==> src/rtl/instruction_fetch.sv <==
// Instruction fetch: preloadable imem, PC/next-PC select, IDLE/RUN/HALT control.
// Instr/Op are combinational from PC (zero wait states); PC and instr_count advance once per edge in RUN.
module instruction_fetch #(
  parameter int unsigned IMEM_DEPTH = 64,
  parameter logic [31:0] RESET_PC   = 32'h0000_0000,
  parameter logic [31:0] HALT_WORD  = 32'hFFFF_FFFF
) (
  input  logic                          clk,
  input  logic                          reset,
  input  logic                          load_en,
  input  logic [$clog2(IMEM_DEPTH)-1:0] load_addr,
  input  logic [31:0]                   load_data,
  input  logic                          start,
  input  logic                          Jump,
  input  logic                          BrEq,
  input  logic                          BrNeq,
  input  logic                          Zero,
  output logic [31:0]                   Instr,
  output logic [5:0]                    Op,
  output logic [31:0]                   PC,
  output logic [31:0]                   PCPlus4,
  output logic                          running,
  output logic                          halted,
  output logic [31:0]                   instr_count
);

  localparam int unsigned AW = $clog2(IMEM_DEPTH);
  localparam logic [31:0] PC_INIT = {RESET_PC[31:2], 2'b00};

  typedef enum logic [1:0] {
    IDLE = 2'd0,
    RUN  = 2'd1,
    HALT = 2'd2
  } state_t;

  state_t        state_q, state_d;
  logic [31:0]   pc_q, pc_d;
  logic [31:0]   count_q, count_d;
  logic [31:0]   imem [IMEM_DEPTH];
  logic [AW-1:0] fetch_idx;
  logic          mem_we;
  logic          take_branch;
  logic [31:0]   branch_off;
  logic [31:0]   pc_plus4;
  logic [31:0]   next_pc;

  // imem has no reset so a loaded program survives reset and can be re-run.
  assign mem_we = (state_q == IDLE) && load_en;

  always_ff @(posedge clk) begin
    if (mem_we) begin
      imem[load_addr] <= load_data;
    end
  end

  assign fetch_idx   = pc_q[AW+1:2];
  assign Instr       = (state_q == RUN) ? imem[fetch_idx] : 32'h0000_0000;
  assign Op          = Instr[31:26];
  assign pc_plus4    = pc_q + 32'd4;
  assign PC          = pc_q;
  assign PCPlus4     = pc_plus4;
  assign running     = (state_q == RUN);
  assign halted      = (state_q == HALT);
  assign instr_count = count_q;

  assign take_branch = (BrEq & Zero) | (BrNeq & ~Zero);
  assign branch_off  = {{14{Instr[15]}}, Instr[15:0], 2'b00};

  always_comb begin
    next_pc = pc_plus4;
    if (Jump) begin
      next_pc = {pc_plus4[31:28], Instr[25:0], 2'b00};
    end else if (take_branch) begin
      next_pc = pc_plus4 + branch_off;
    end
  end

  always_comb begin
    state_d = state_q;
    pc_d    = pc_q;
    count_d = count_q;
    unique case (state_q)
      IDLE: begin
        if (start) begin
          state_d = RUN;
        end
      end
      RUN: begin
        // The halt word itself is neither counted nor allowed to move the PC.
        if (Instr == HALT_WORD) begin
          state_d = HALT;
        end else begin
          pc_d    = next_pc;
          count_d = count_q + 32'd1;
        end
      end
      HALT: begin
        state_d = HALT;
      end
      default: begin
        state_d = IDLE;
      end
    endcase
  end

  always_ff @(posedge clk or posedge reset) begin
    if (reset) begin
      state_q <= IDLE;
      pc_q    <= PC_INIT;
      count_q <= 32'd0;
    end else begin
      state_q <= state_d;
      pc_q    <= pc_d;
      count_q <= count_d;
    end
  end

endmodule

==> config.mk <==
export PLATFORM = sky130hd
export DESIGN_NAME = instruction_fetch
export DESIGN_NICKNAME = d
export VERILOG_FILES = /design/src/rtl/instruction_fetch.sv
export SDC_FILE = /design/constraint.sdc
export NUM_CORES = 2
export LEC_CHECK = 0
export BUFFER_PORTS_ARGS = -buffer_cell sky130_fd_sc_hd__buf_2
export CORE_ASPECT_RATIO = 0.5
export CORE_MARGIN = 2
export CORE_UTILIZATION = 47
export DETAILED_ROUTE_END_ITERATION = 16
export PLACE_DENSITY = 0.62
export SKIP_CTS_REPAIR_TIMING = 1
export SLEW_MARGIN = 25
export SYNTH_ARGS = -nofsm -noshare
export SYNTH_HDL_FRONTEND = slang
export SYNTH_SLANG_ARGS = --single-unit
==> constraint.sdc <==
create_clock -name clk -period 6.9 [get_ports clk]
set_clock_uncertainty 0.15 [all_clocks]
set_input_delay 0.69 -clock clk [delete_from_list [all_inputs] [get_ports clk]]
set_output_delay 0.69 -clock clk [all_outputs]
set_load 0.01 [all_outputs]
# --- Word level (Yosys, flattened, before mapping) ---
# Memory sizes are Yosys's and may differ from the RTL's.
# Cells that the tools add are included.
word_totals:
  n_memories: 1
  input_bits: 46
  elab_cells: 29
  out_inout_bits: 136
  reg_bits: 66
  ramBits: 2048
memory_table:
  columns: ["name", "words", "width", "read_ports", "rd_clocked_by_memory_dff", "wr", "line", "source"]
  rows:
  - ["imem", 64, 32, 1, 0, 1, "39", "logic [31:0] imem [IMEM_DEPTH];"]
classes:
  mux: 8
  n_bitwise: 5
  reduce_logical: 4
  n_eq_ne: 5
  add_sub_neg: 3
op_table:
  columns: ["cell", "count"]
  rows:
  - ["32-bit two-way mux", 3]
  - ["32-bit by 1-bit adder with 32-bit output, second input constant", 1]
  - ["32-bit by 3-bit adder with 32-bit output, second input constant", 1]
  - ["32-bit adder", 1]
  - ["32-bit equality test, second input constant", 1]
  - ["2-bit case mux with 3 select lines", 1]
  - ["2-bit two-way mux", 2]
  - ["2-bit AND reduction", 2]
  - ["1-bit bitwise AND", 2]
  - ["2-bit by 1-bit equality test with 1-bit output, second input constant", 1]
  - ["2-bit equality test, second input constant", 1]
  - ["2-bit zero test", 1]
  - ["1-bit two-way mux", 2]
  - ["2-bit by 1-bit inequality test with 1-bit output, second input constant", 1]
  - ["2-bit inequality test, second input constant", 1]
  - ["1-bit NOT", 2]
  - ["1-bit logical AND", 1]
  - ["1-bit OR", 1]

# --- Depth between registers and ports, before layout ---
logic_depth:
  ltp_word: 5
  mapped_depth: 30
  mapped_depth_nobuf: 23

# --- Worst setup path after synthesis ---
# No wires, ideal clock.
synth_timing:
  path_kind: "register to register"
  startpoint: "register pc_q[3], in the netlist PC[3]"
  endpoint: "register pc_q[22], in the netlist PC[22]"
  slack_ps: 861
  n_path_buf: 6
  arrival_time_ps: 5809
  t_required_ps: 6670
  path_stages_with_launch: 27
  path_cell_list: "dfrtp_1 > buf_4 > buf_4 > buf_2 > buf_1 > buf_1 > mux4_2 > mux4_2 > o21ai_0 > a21oi_1 > and2_1 > ha_1 > inv_1 > fa_1 > nor2b_1 > o21ai_0 > nand2b_1 > or2_2 > o221ai_1 > a31oi_1 > a22oi_1 > o21ai_2 > a221o_1 > buf_6 > and3_1 > or4_1 > o211ai_2"
synth_between:
  elab_chain_len: 5
  elab_cells_between_ends: 9
synth_rtl:
  columns: ["element", "line", "source"]
  rows:
  - ["start: declaration", "37", "logic [31:0] pc_q, pc_d;"]
  - ["start signal: assignment", "113", "pc_q <= pc_d;"]
  - ["memory read 64 x 32 bit (*)", null, null]
  - ["32-bit two-way mux (*)", "57", "assign Instr = (state_q == RUN) ? imem[fetch_idx] : 32'h0000_0000;"]
  - ["named net Instr[0]", "18", "output logic [31:0] Instr,"]
  - ["32-bit adder / 32-bit equality test (equally long branches)", "74, 90", null]
  - ["32-bit two-way mux / 1-bit NOT (equally long branches)", null, null]
  - ["32-bit two-way mux / 2-bit AND reduction (equally long branches)", null, null]
# The timed path passes the listed nets; every way through them passes the cells marked *.
# A chain may end at the register's enable or synchronous reset.

# --- Final worst setup path ---
layout_timing:
  startpoint: "register pc_q[2], in the netlist PC[2]"
  endpoint: "register pc_q[25], in the netlist PC[25]"
layout_between:
  elab_chain_len: 5
  elab_cells_between_ends: 9
layout_rtl:
  columns: ["element"]
  rows:
  - ["branches (longest 5 deep; another with 32-bit by 3-bit adder with 32-bit output)"]
# Several ways; the timed one is not identified.

==> results.json <==
{
  "syn_inst": 4126,
  "ir_drop_mv": 0.223,
  "startpoint_type": "register",
  "final-hold-violation-count": 10,
  "rrSetupSlack_ps": 460,
  "yosys_warnings": 0,
  "tightest_slew_ps": 1120,
  "relSlewSlack": 0.250,
  "slowest_stage": "dfrtp_4",
  "pre_cts_ws_ps": 509,
  "ys_seq_area_frac": 0.745,
  "wire_per_inst_um": 35.5,
  "grt_max_degree": 80,
  "synth-compound-area-share": 0.0289,
  "first_iter_violations": 6547,
  "maxSlewViolCount": 0,
  "cts_buffer_depth": 4,
  "outcome": "finished, violations left",
  "antennaDiodeCount": 0,
  "synth_fa_ha_area_frac": 0.00468,
  "grt_overflow_total": 0,
  "fin_setup_tns_ps": 0,
  "insertion_delay_ps": 850,
  "whs_ps": -15.1,
  "syn_area_per_cell_um2": 20.5,
  "drt_wl_total_mm": 249,
  "worstSetupEndpointType": "register",
  "ys_types": 92,
  "power_density_nw_per_um2": 378,
  "reg2reg_from": "PC[2]",
  "r2r_end": "PC[25]",
  "synth-edff-count": 2048,
  "drc": 0,
  "power.leakage_nw": 30.2,
  "fin_area_um2": 95300,
  "numCtsBuffers": 190,
  "violations": "negative hold slack",
  "hpwlAfterDp_mm": 146,
  "synthFlopType": "edfxtp_1",
  "yosys.area_share.simple": 0.0301,
  "synth_top_family_by_area": "multiplexers",
  "syn_to_final_growth_pct": 12.5,
  "cp_cell_sequence": "buf_12 > buf_12 > mux4_2 > mux4_2 > nand2_1 > nand2_1 > nor2_1 > a211oi_1 > ha_1 > a21o_1 > a21oi_1 > o21bai_1 > maj3_1 > a211o_1 > nand4_1 > a21boi_1 > o31ai_2 > o22ai_1 > or4b_1 > nand3_1",
  "critPathKind": "register to register",
  "ant_nets": 0,
  "crit_required_ps": 7520,
  "hold_class": "input pin to async pin",
  "maxCapViolations": 0,
  "synthArstFlopShare": 0.0303,
  "final_layout_size_suffix_gt1_frac": 0.279,
  "finalSetupViolCount": 0,
  "syn_area_um2": 84700,
  "gp_congestion": 0.898,
  "cts_tree": "yes",
  "antenna_found_initial": 8,
  "setup_slack_ps": 458,
  "fmax_mhz": 155,
  "clk_pin_slew_ps": 80,
  "clockRootBuffer": "clkbuf_16",
  "worstSetupStartpoint": "PC[2]",
  "layout.nets": 4530,
  "io_buffers": 177,
  "clock_sinks": 2112,
  "ys_seq_elements": 2112,
  "muxShareOfSynthArea": 0.166,
  "viasPerCell": 6.43,
  "num_vias": 45014,
  "cts_htree_levels": 4,
  "path_max_fanout": 32,
  "rsz0062_at_grt": "false",
  "critPathArrivalTime_ps": 7070,
  "synth_xor_area_frac": 0.00817,
  "start_util": 0.472,
  "grt_pass1_vias": 43855,
  "max_stage_delay_ps": 860,
  "design.die.area_um2": 184000,
  "ff2ff_path_depth": 20,
  "fp.dieH_um": 304,
  "num_rows": 110,
  "grt_first_pass_wirelength_mm": 346,
  "fp.dieW_um": 604,
  "fp.coreArea_um2": 179000,
  "min_period_over_period": 0.934,
  "placed_area_um2": 89500,
  "cp-endpoint": "PC[25]",
  "dr.pass1.iters": 6,
  "grt_usage": 0.270,
  "period_needed_ps": 6440,
  "finalPower_mw": 36.0,
  "num_io_pins": 182
}
cells in the mapped netlist, drive strengths merged, types with 4 or more instances:
library cell	number	area share
a211oi	35	0.0032
xnor2	56	0.0058
nor4	14	0.0011
buf	166	0.013
a22oi	62	0.0056
dfrtp	64	0.019
nor2b	24	0.0018
edfxtp	2048	0.73
nand4	11	0.00081
o31ai	7	0.00074
a21o	4	0.00035
nand2b	17	0.0013
nor2	162	0.0072
o221ai	12	0.0012
mux2	50	0.0066
mux4	519	0.14
a22o	5	0.00062
mux2i	176	0.021
inv	38	0.0017
a31oi	13	0.00096
nand2	134	0.0060
nand3	44	0.0026
a221oi	7	0.00072
clkbuf	64	0.0029
o211ai	10	0.00095
ha	26	0.0038
a21boi	5	0.00044
or3	10	0.00074
nand3b	8	0.00071
a21oi	91	0.0054
maj3	5	0.00061
nor3	30	0.0018
nor3b	4	0.00035
o22ai	14	0.0010
and3	26	0.0019
o21ai	57	0.0035
xor2	23	0.0024
and2	31	0.0023
stage by stage:
stage          utilization  cells
2_1_floorplan            -   4129
3_3_place_gp         0.498   6667
3_5_place_dp         0.499   6673
4_1_cts              0.531   6997
5_1_grt              0.531   6997
6_report             0.531   6997
worst min path at each step:
stage                 endpoint  slack [ps]  cells past startpoint
2_1_floorplan  instr_count[31]         350                      1
3_5_place_dp   instr_count[31]         310                      1
3_3_place_gp   instr_count[31]         310                      1
4_1_cts                 PC[22]         -20                      3
5_1_grt                 PC[18]          40                      3
6_report                PC[18]         -20                      3
layout make-up:
type                            count  area [µm²]
Clock buffer                      235        4990
Sequential cell                  2112       63100
Tap cell                         2408        3010
Multi-Input combinational cell   1748       20600
Timing Repair Buffer              366        2660
Clock inverter                     89         738
Fill cell                       13815       84200
Inverter                           39         151
layer usage:
layer  GRT usage  wire length, µm  up-vias
li1            -                -    17722
met1       0.395           100000    24220
met2       0.409           113000     2657
met3      0.0609            27900      415
met4      0.0765             7530        0
met5           0                0        -
critical path: cells and delay by family, from the launching register on:
family | cells | cell delay (ps)
buffers and inverters | 2 | 450
AOI/OAI and AO/OA | 8 | 1780
muxes | 2 | 980
DFF | 1 | 860
adders and majority gates | 2 | 790
and+or+nand+nor | 6 | 1260
power by group:
part	total [mW]	leakage [nW]	switching, mW	internal [mW]
registers	14.5	19.2	0.323	14.2
clock network	10.2	2.80	4.62	5.55
logic	11.3	8.16	6.67	4.59
total	36.0	30.2	11.6	24.4
flip-flops by register name, indices dropped and copies added, names as in the netlist:
register     count
PC              30
imem          2048
instr_count     32
state_q          2
cell families (layout without fill, tap and decap cells):
group | after synthesis | after routing
flip-flops | 2112 | 2112
multiplexers | 745 | 745
adder cells (fa/ha/maj) | 32 | 32
AND/OR/NAND/NOR | 531 | 531
AO/OA/AOI/OAI | 357 | 357
other | 1 | 4
buffers and inverters | 269 | 729
XOR/XNOR | 79 | 79
cells in the final DEF, fill, tap and decap left out, types with 29 or more instances in the layout:
master / n
mux4_2: 517
nor3_1: 29
a22oi_1: 61
nor2_4: 64
nand3_1: 44
o21ai_0: 53
xnor2_1: 56
edfxtp_1: 2048
and2_1: 29
inv_1: 33
clkinv_2: 30
a21oi_1: 90
a211oi_1: 33
mux2_2: 48
nor2_1: 96
mux2i_1: 175
nand2_1: 133
buf_4: 196
clkbuf_16: 192
clkinv_1: 39
clkbuf_1: 41
buf_2: 150
dfrtp_1: 58
Note: power is estimated with default switching activity, not from simulation.
